<file path="src/rtl/uart_rx.sv">
// UART receiver, 8N1, LSB first. Oversamples the line CLKS_PER_BIT times per bit
// and samples each bit at its centre; holds one received byte with ack handshake.
module uart_rx #(
    parameter int unsigned CLKS_PER_BIT = 16
) (
    input  logic       clk,
    input  logic       reset,
    input  logic       Rx,
    input  logic       rx_ack,
    output logic [7:0] databus_write,
    output logic       rx_valid,
    output logic       frame_err,
    output logic       overrun,
    output logic       busy
);

    localparam int unsigned TimerW = $clog2(CLKS_PER_BIT);
    localparam logic [TimerW-1:0] HalfMax = TimerW'(CLKS_PER_BIT / 2 - 1);
    localparam logic [TimerW-1:0] FullMax = TimerW'(CLKS_PER_BIT - 1);

    typedef enum logic [2:0] {
        StIdle,
        StStart,
        StData,
        StStop,
        StWaitIdle
    } state_e;

    logic              r_rx_meta;
    logic              r_rx_s;
    state_e            r_state;
    state_e            w_state_nxt;
    logic [TimerW-1:0] r_timer;
    logic [TimerW-1:0] w_timer_nxt;
    logic [2:0]        r_bit_idx;
    logic [2:0]        w_bit_idx_nxt;
    logic [7:0]        r_shift;
    logic [7:0]        w_shift_nxt;
    logic [7:0]        r_data;
    logic [7:0]        w_data_nxt;
    logic              r_valid;
    logic              w_valid_nxt;
    logic              r_ferr;
    logic              w_ferr_nxt;
    logic              r_overrun;
    logic              w_overrun_nxt;
    logic              w_load;
    logic              w_ack;

    // Two-flop synchronizer; resets to the idle-high line level.
    always_ff @(posedge clk) begin
        if (reset) begin
            r_rx_meta <= 1'b1;
            r_rx_s    <= 1'b1;
        end else begin
            r_rx_meta <= Rx;
            r_rx_s    <= r_rx_meta;
        end
    end

    always_ff @(posedge clk) begin
        if (reset) begin
            r_state   <= StIdle;
            r_timer   <= '0;
            r_bit_idx <= '0;
            r_shift   <= '0;
            r_data    <= 8'h00;
            r_valid   <= 1'b0;
            r_ferr    <= 1'b0;
            r_overrun <= 1'b0;
        end else begin
            r_state   <= w_state_nxt;
            r_timer   <= w_timer_nxt;
            r_bit_idx <= w_bit_idx_nxt;
            r_shift   <= w_shift_nxt;
            r_data    <= w_data_nxt;
            r_valid   <= w_valid_nxt;
            r_ferr    <= w_ferr_nxt;
            r_overrun <= w_overrun_nxt;
        end
    end

    always_comb begin
        w_state_nxt   = r_state;
        w_timer_nxt   = r_timer;
        w_bit_idx_nxt = r_bit_idx;
        w_shift_nxt   = r_shift;
        w_load        = 1'b0;
        w_ferr_nxt    = 1'b0;

        unique case (r_state)
            StIdle: begin
                if (!r_rx_s) begin
                    w_state_nxt = StStart;
                    w_timer_nxt = '0;
                end
            end

            // Half a bit in: confirm the start bit is still low at its centre.
            StStart: begin
                if (r_timer == HalfMax) begin
                    w_timer_nxt   = '0;
                    w_bit_idx_nxt = '0;
                    w_state_nxt   = r_rx_s ? StIdle : StData;
                end else begin
                    w_timer_nxt = r_timer + 1'b1;
                end
            end

            StData: begin
                if (r_timer == FullMax) begin
                    w_timer_nxt            = '0;
                    w_shift_nxt[r_bit_idx] = r_rx_s;
                    if (r_bit_idx == 3'd7) begin
                        w_state_nxt = StStop;
                    end else begin
                        w_bit_idx_nxt = r_bit_idx + 3'd1;
                    end
                end else begin
                    w_timer_nxt = r_timer + 1'b1;
                end
            end

            StStop: begin
                if (r_timer == FullMax) begin
                    w_timer_nxt = '0;
                    if (r_rx_s) begin
                        w_load      = 1'b1;
                        w_state_nxt = StIdle;
                    end else begin
                        w_ferr_nxt  = 1'b1;
                        w_state_nxt = StWaitIdle;
                    end
                end else begin
                    w_timer_nxt = r_timer + 1'b1;
                end
            end

            // Hold off until the line is released so a break is not seen as a start bit.
            StWaitIdle: begin
                if (r_rx_s) begin
                    w_state_nxt = StIdle;
                end
            end

            default: begin
                w_state_nxt = StIdle;
            end
        endcase
    end

    // Ack only has meaning while a byte is held; a simultaneous load keeps valid set.
    assign w_ack = rx_ack && r_valid;

    always_comb begin
        w_data_nxt    = r_data;
        w_valid_nxt   = r_valid;
        w_overrun_nxt = r_overrun;
        if (w_load) begin
            w_data_nxt  = r_shift;
            w_valid_nxt = 1'b1;
        end else if (w_ack) begin
            w_valid_nxt = 1'b0;
        end
        if (w_ack) begin
            w_overrun_nxt = 1'b0;
        end else if (w_load && r_valid) begin
            w_overrun_nxt = 1'b1;
        end
    end

    assign databus_write = r_data;
    assign rx_valid      = r_valid;
    assign frame_err     = r_ferr;
    assign overrun       = r_overrun;
    assign busy          = (r_state != StIdle);

endmodule

</file>
<file path="config.mk">
export PLATFORM = sky130hd
export DESIGN_NAME = uart_rx
export DESIGN_NICKNAME = d
export VERILOG_FILES = /design/src/rtl/uart_rx.sv
export SDC_FILE = /design/constraint.sdc
export NUM_CORES = 1
export LEC_CHECK = 0
export ABC_AREA = 0
export ABC_CLOCK_PERIOD_IN_PS = 1840
export CAP_MARGIN = 20
export CORE_ASPECT_RATIO = 0.8
export CORE_MARGIN = 1
export CORE_UTILIZATION = 39
export DETAILED_ROUTE_END_ITERATION = 6
export HOLD_SLACK_MARGIN = 0.06
export PLACE_DENSITY = 0.55
export SLEW_MARGIN = 20
export SYNTH_ARGS = -nofsm -noshare
export SYNTH_HDL_FRONTEND = slang
export SYNTH_SLANG_ARGS = --single-unit
</file>
<file path="constraint.sdc">
create_clock -name clk -period 1.84 [get_ports clk]
set_input_delay 0.368 -clock clk [delete_from_list [all_inputs] [get_ports clk]]
set_output_delay 0.368 -clock clk [all_outputs]
set_load 0.01 [all_outputs]
</file>
## Yosys cells after proc, flatten, opt, wreduce, memory -nomap -nowiden

Cells that the tools add are included.

- Bits in registers: 31
- Bits in latches: 0
- Word-level logic and storage cells: 71
- Bits in writable memories: 0
- Memories kept: 0
- ROM bits: 0

- Equal/unequal tests: 14
- $mul: 0
- Div/mod/pow operators: 0
- Reductions and logical operators: 15
- Mux-type cells: 26
- Bitwise operators: 2
- Shifts and indexed selects: 0
- Order comparisons: 2
- Add/subtract/negate cells: 2

Operator list:

| kind | number |
|---|---|
| 2-to-1 mux 3 bit | 10 |
| one-hot mux 3 bit (5 select lines) | 1 |
| inequality test 2 bit (second input constant) | 7 |
| 2-to-1 mux 4 bit | 3 |
| one-hot mux 4 bit (3 select lines) | 1 |
| bitwise mux 8 bit | 1 |
| 2-to-1 mux 1 bit | 7 |
| == test 3 x 2 -> 1 bit (second input constant) | 2 |
| == test 3 bit (second input constant) | 2 |
| one-hot mux 3 bit (2 select lines) | 1 |
| AND reduction 6 bit | 1 |
| nonzero test 3 bit | 2 |
| adder 4 x 1 -> 4 bit (second input constant) | 1 |
| == test 4 x 3 -> 1 bit (second input constant) | 1 |
| == test 4 bit (second input constant) | 1 |
| less-than comparator 3 x 4 -> 1 bit (second input constant) | 1 |
| AND reduction 2 bit | 2 |
| AND reduction 4 bit | 1 |
| nonzero test 2 bit | 2 |
| OR reduction 2 bit | 2 |
| adder 3 x 1 -> 3 bit (second input constant) | 1 |
| demux 1 bit (select 3 bit) | 1 |
| == test 3 x 1 -> 1 bit (second input constant) | 1 |
| >= comparator 3 x 1 -> 1 bit (second input constant) | 1 |
| other kinds (5) | 8 |

## Longest topological paths before layout

- Depth in word-level cells: 5
- Mapped depth: 7
- Gate-level depth less buffers: 6

## Worst setup path before layout

No wires, ideal clock.

- Path kind: flip-flop to flip-flop
- Start: register r_bit_idx[0]
- End: register r_bit_idx[1]
- Cell stages (with the launch flop): 7
- Path slack: 258 ps
- Data required time: 1,770 ps
- Library setup time: 70 ps
- Arrival: 1,512 ps
- Buffers on the path: 0
- Path through: dfxtp_1 -> ha_1 -> ha_1 -> nor4bb_1 -> o211ai_1 -> or2_1 -> a21oi_1

- Longest elaborated chain between the ends: 4

RTL lines:

| element | line | RTL |
|---|---|---|
| start, declared | 35 | `logic [2:0] r_bit_idx;` |
| start signal, assigned | 74 | `r_bit_idx <= w_bit_idx_nxt;` |
| adder 3 x 1 -> 3 bit | 117 | `w_bit_idx_nxt = r_bit_idx + 3'd1;` |
| 2-to-1 mux 3 bit | 114 | `if (r_bit_idx == 3'd7) begin` |
| 2-to-1 mux 3 bit | 111 | `if (r_timer == FullMax) begin` |
| one-hot mux 3 bit (2 select lines) | 91 | `unique case (r_state)` |

Parallel ways exist; a longest one is shown, timed or not. The select of a mux whose other input is x is not followed.
A chain may end at the register's enable or synchronous reset.

## Final worst setup path

- Start: register r_bit_idx[1]
- End: register r_bit_idx[1]

Same word-level chain as after synthesis.

==> summary.txt <==
Logic synthesis
  • Asr flop ratio synth: 0%
  • Syn Inst Count: 156
  • Largest area contributor in the netlist: dfxtp_1
  • Commonest cells post-synth: dfxtp_1 (31), nor2_1 (22), mux2i_1 (18), nand2_1 (11), clkbuf_1 (7)
  • Cell Area, Synth: 0.00143 mm^2
  • Area contributors post-synth: dfxtp_1 (43%), mux2i_1 (13%), nor2_1 (5.8%)
  • Syn_nets: 163
  • Yosys warns: 0
  • Share of the synthesized area in the top cell type: 43.3%
  • EDFF count, synth: 0
  • Register area share after synthesis: 43.3%
  • Most frequent cell after synthesis: dfxtp_1
  • Top_reg_cell synth: dfxtp_1
  • Number of distinct library cells after synthesis: 39
  • Average cell area after synthesis: 9.18 um^2
  • Register bit total from synthesis: 31

Floorplan
  • Die area: 0.00392 mm^2
  • Std-Cell Core Area: 0.00347 mm^2
  • Rows: 19
  • Num ports: 16
  • Initial core utilization: 41.3%
  • Die Ht: 56.2 um
  • DIE WIDTH: 69.8 um

Setup path
  • Crit path launch type: flop
  • Flop2flop setup slack: 0.08 ns
  • Max stage delay on crit path: 0.35 ns
  • Critical Path RT: 2.05 ns
  • Worst path most repeated cell: ha_1
  • Worst r2r path cells: 6
  • Critical Path, Cell by Cell: ha_1 -> ha_1 -> nor4bb_2 -> o211ai_1 -> or2_1 -> a21oi_1
  • WS Path Type: reg2reg
  • Worst-path fanout max: 6
  • Slowest CP cell: dfxtp_2
  • Crit Reg-Reg Endpoint: r_bit_idx[1]
  • Critical path capture point type: flop
  • Critical path arrival: 1.97 ns
  • FF-to-FF Start: r_bit_idx[1]

Place
  • Port bufs: 15
  • Pre-CTS setup slack: 0.0884 ns
  • Post-DP Area: 0.00165 mm^2
  • Hpwl dp: 2030 um
  • Dpl cells: 210
  • Placer congestion estimate: 0.780

Drt
  • Routed len/inst: 13.3 um
  • Post-DR vias/cell: 5.25
  • DRC: 0
  • First-pass DRT Iterations: 5
  • DRT Wirelength: 2920 um
  • Total number of vias: 1150
  • Initial DRC count: 53
  • Final ANT Viol Nets: 0

Min path
  • Hold Crit Class: reg2reg
  • Worst min-delay path startpoint: r_rx_meta
  • Worst hold stages: 1
  • Hold Path Sink: r_rx_s

Power and ir drop
  • Static Leak: 0.737 nW
  • Comb power frac: 3.4%
  • Tot Pwr: 1.53 mW
  • Flop pwr share: 44.7%
  • Internal: 1.24 mW
  • Sw Pwr: 288 uW
  • Power density cells: 849 mW/mm^2
  • Worst vdd ir: 0.551 mV
  • Clock group share of total power: 52.0%
  • Switching Share: 18.8%

Timing
  • Final setup TNS: 0 ns
  • Setup Skew: 0.00828 ns
  • Tcrit/Tclk final: 95.6%
  • Worst-Margin Slew: 0.443 ns
  • Final worst-path setup slack: 0.0806 ns
  • WHS: 0.408 ns
  • Fmax: 568 MHz
  • Fin. Hold Viols: 0
  • Final setup viols: 0
  • Slew Limit Fails: 0
  • RSZ-0062 raised after global routing: yes
  • Worst slew margin: 70.4%
  • Min cycle time layout: 1.76 ns

Global route
  • Largest net degree at the start of global routing: 20
  • Initial antenna violation count: 0
  • GRT Overall Usage: 15.9%
  • Vias in the first global route: 1008
  • Gr ovfl total: 0
  • First-pass GRT wire length: 4800 um

Run
  • Max Cap Viol: 0

Clock tree
  • Clk sink count: 31
  • CTS tree: built
  • Clock transition at the registers of the reported paths: 0.07 ns
  • Clock tree buffer depth: 2
  • H-tree depth: 2
  • Clk_lat worst skew: 0.28 ns
  • TritonCTS Buffers: 5
  • Clock root buffer: clkbuf_8

Run status
  • Status: completed

Layout
  • Antenna cells: 0
  • Layout cells sized above 1: 15.8%
  • Area Growth Syn to Fin: 25.8%
  • Final core occ: 51.9%
  • Fin nets: 183
  • Final Non-Filler Cells: 219
  • Fin area: 0.00180 mm^2
state kept, by name (all words and copies together), names as in the netlist:
register / cells
r_rx_meta: 1
databus_write: 8
r_state: 3
r_bit_idx: 3
r_timer: 4
rx_valid: 1
r_shift: 8
frame_err: 1
r_rx_s: 1
overrun: 1
layout by cell type, fill, tap and decap left out, types with 3 or more instances in the layout:
cell / n
nand4_1: 3
dfxtp_2: 3
buf_4: 10
dfxtp_1: 28
and4_1: 3
nand3_1: 4
or2_1: 4
nor3_1: 5
nor2_1: 21
ha_1: 3
a211oi_1: 3
nor3b_1: 3
nand2_1: 11
clkdlybuf4s50_1: 15
mux2i_1: 18
clkbuf_8: 5
a21oi_1: 6
per-layer routing:
metal | up-vias | track usage [%] | part of all wire, %
met5 | - | 0 | 0
met4 | 0 | 7.71 | 1.5
met3 | 5 | 4.35 | 3.0
met2 | 16 | 21.0 | 42
met1 | 537 | 23.5 | 54
li1 | 592 | - | -
how the worst max path moves through the flow:
stage                       startpoint  slack (ns)  cells after the start            to
after floorplan           r_bit_idx[0]        0.26                      6  r_bit_idx[1]
after global placement    r_bit_idx[1]        0.16                      6  r_bit_idx[1]
after detailed placement  r_bit_idx[1]        0.09                      6  r_bit_idx[1]
after CTS                   r_state[0]      0.0005                      3          busy
after global routing      r_bit_idx[1]       -0.09                      6  r_bit_idx[1]
final                     r_bit_idx[1]        0.08                      6  r_bit_idx[1]
area by class of cell:
type	count	area, um^2
multi-input cells	111	759
fillers	333	1670
well taps	42	52.6
flip-flops and latches	31	624
clock buffers	6	72.6
clock inverters	2	60.1
inverters	2	7.51
repair buffers	25	225
critical path, delay by kind of cell (launching register included):
kind | cells | cell delay [ns]
adders and majority gates | 2 | 0.40
AOI/OAI and AO/OA | 2 | 0.39
and+or+nand+nor | 2 | 0.55
DFF | 1 | 0.35
power groups by stage:
stage          clock, mW  sequential, mW  combinational (mW)
2_1_floorplan          0           0.695              0.0328
3_3_place_gp           0           0.698              0.0510
3_5_place_dp           0           0.698              0.0510
4_1_cts            0.810           0.683              0.0513
5_1_grt            0.840           0.684              0.0565
6_report           0.795           0.683              0.0516
logic make-up (layout without fill, tap and decap cells):
kind of cell	after synthesis	in the layout	synth area share (%)
buffers and inverters	14	35	4.28
xor gates and xnor gates	1	1	0.611
DFF	31	31	43.3
adders and majority gates	3	3	2.62
AOI/OAI and AO/OA	18	18	8.12
and+or+nand+nor	71	71	28.5
muxes	18	18	12.6
what timing repair did:
item / CTS / global route
hold buffers: 0 / 0
pin swaps: 0 / 2
gates resized for setup: 2 / 3
endpoints found under the hold margin: 0 / 0
endpoints found under the setup margin: 1 / 3
setup buffers: 0 / 1
(Power assumes the default switching activity.)
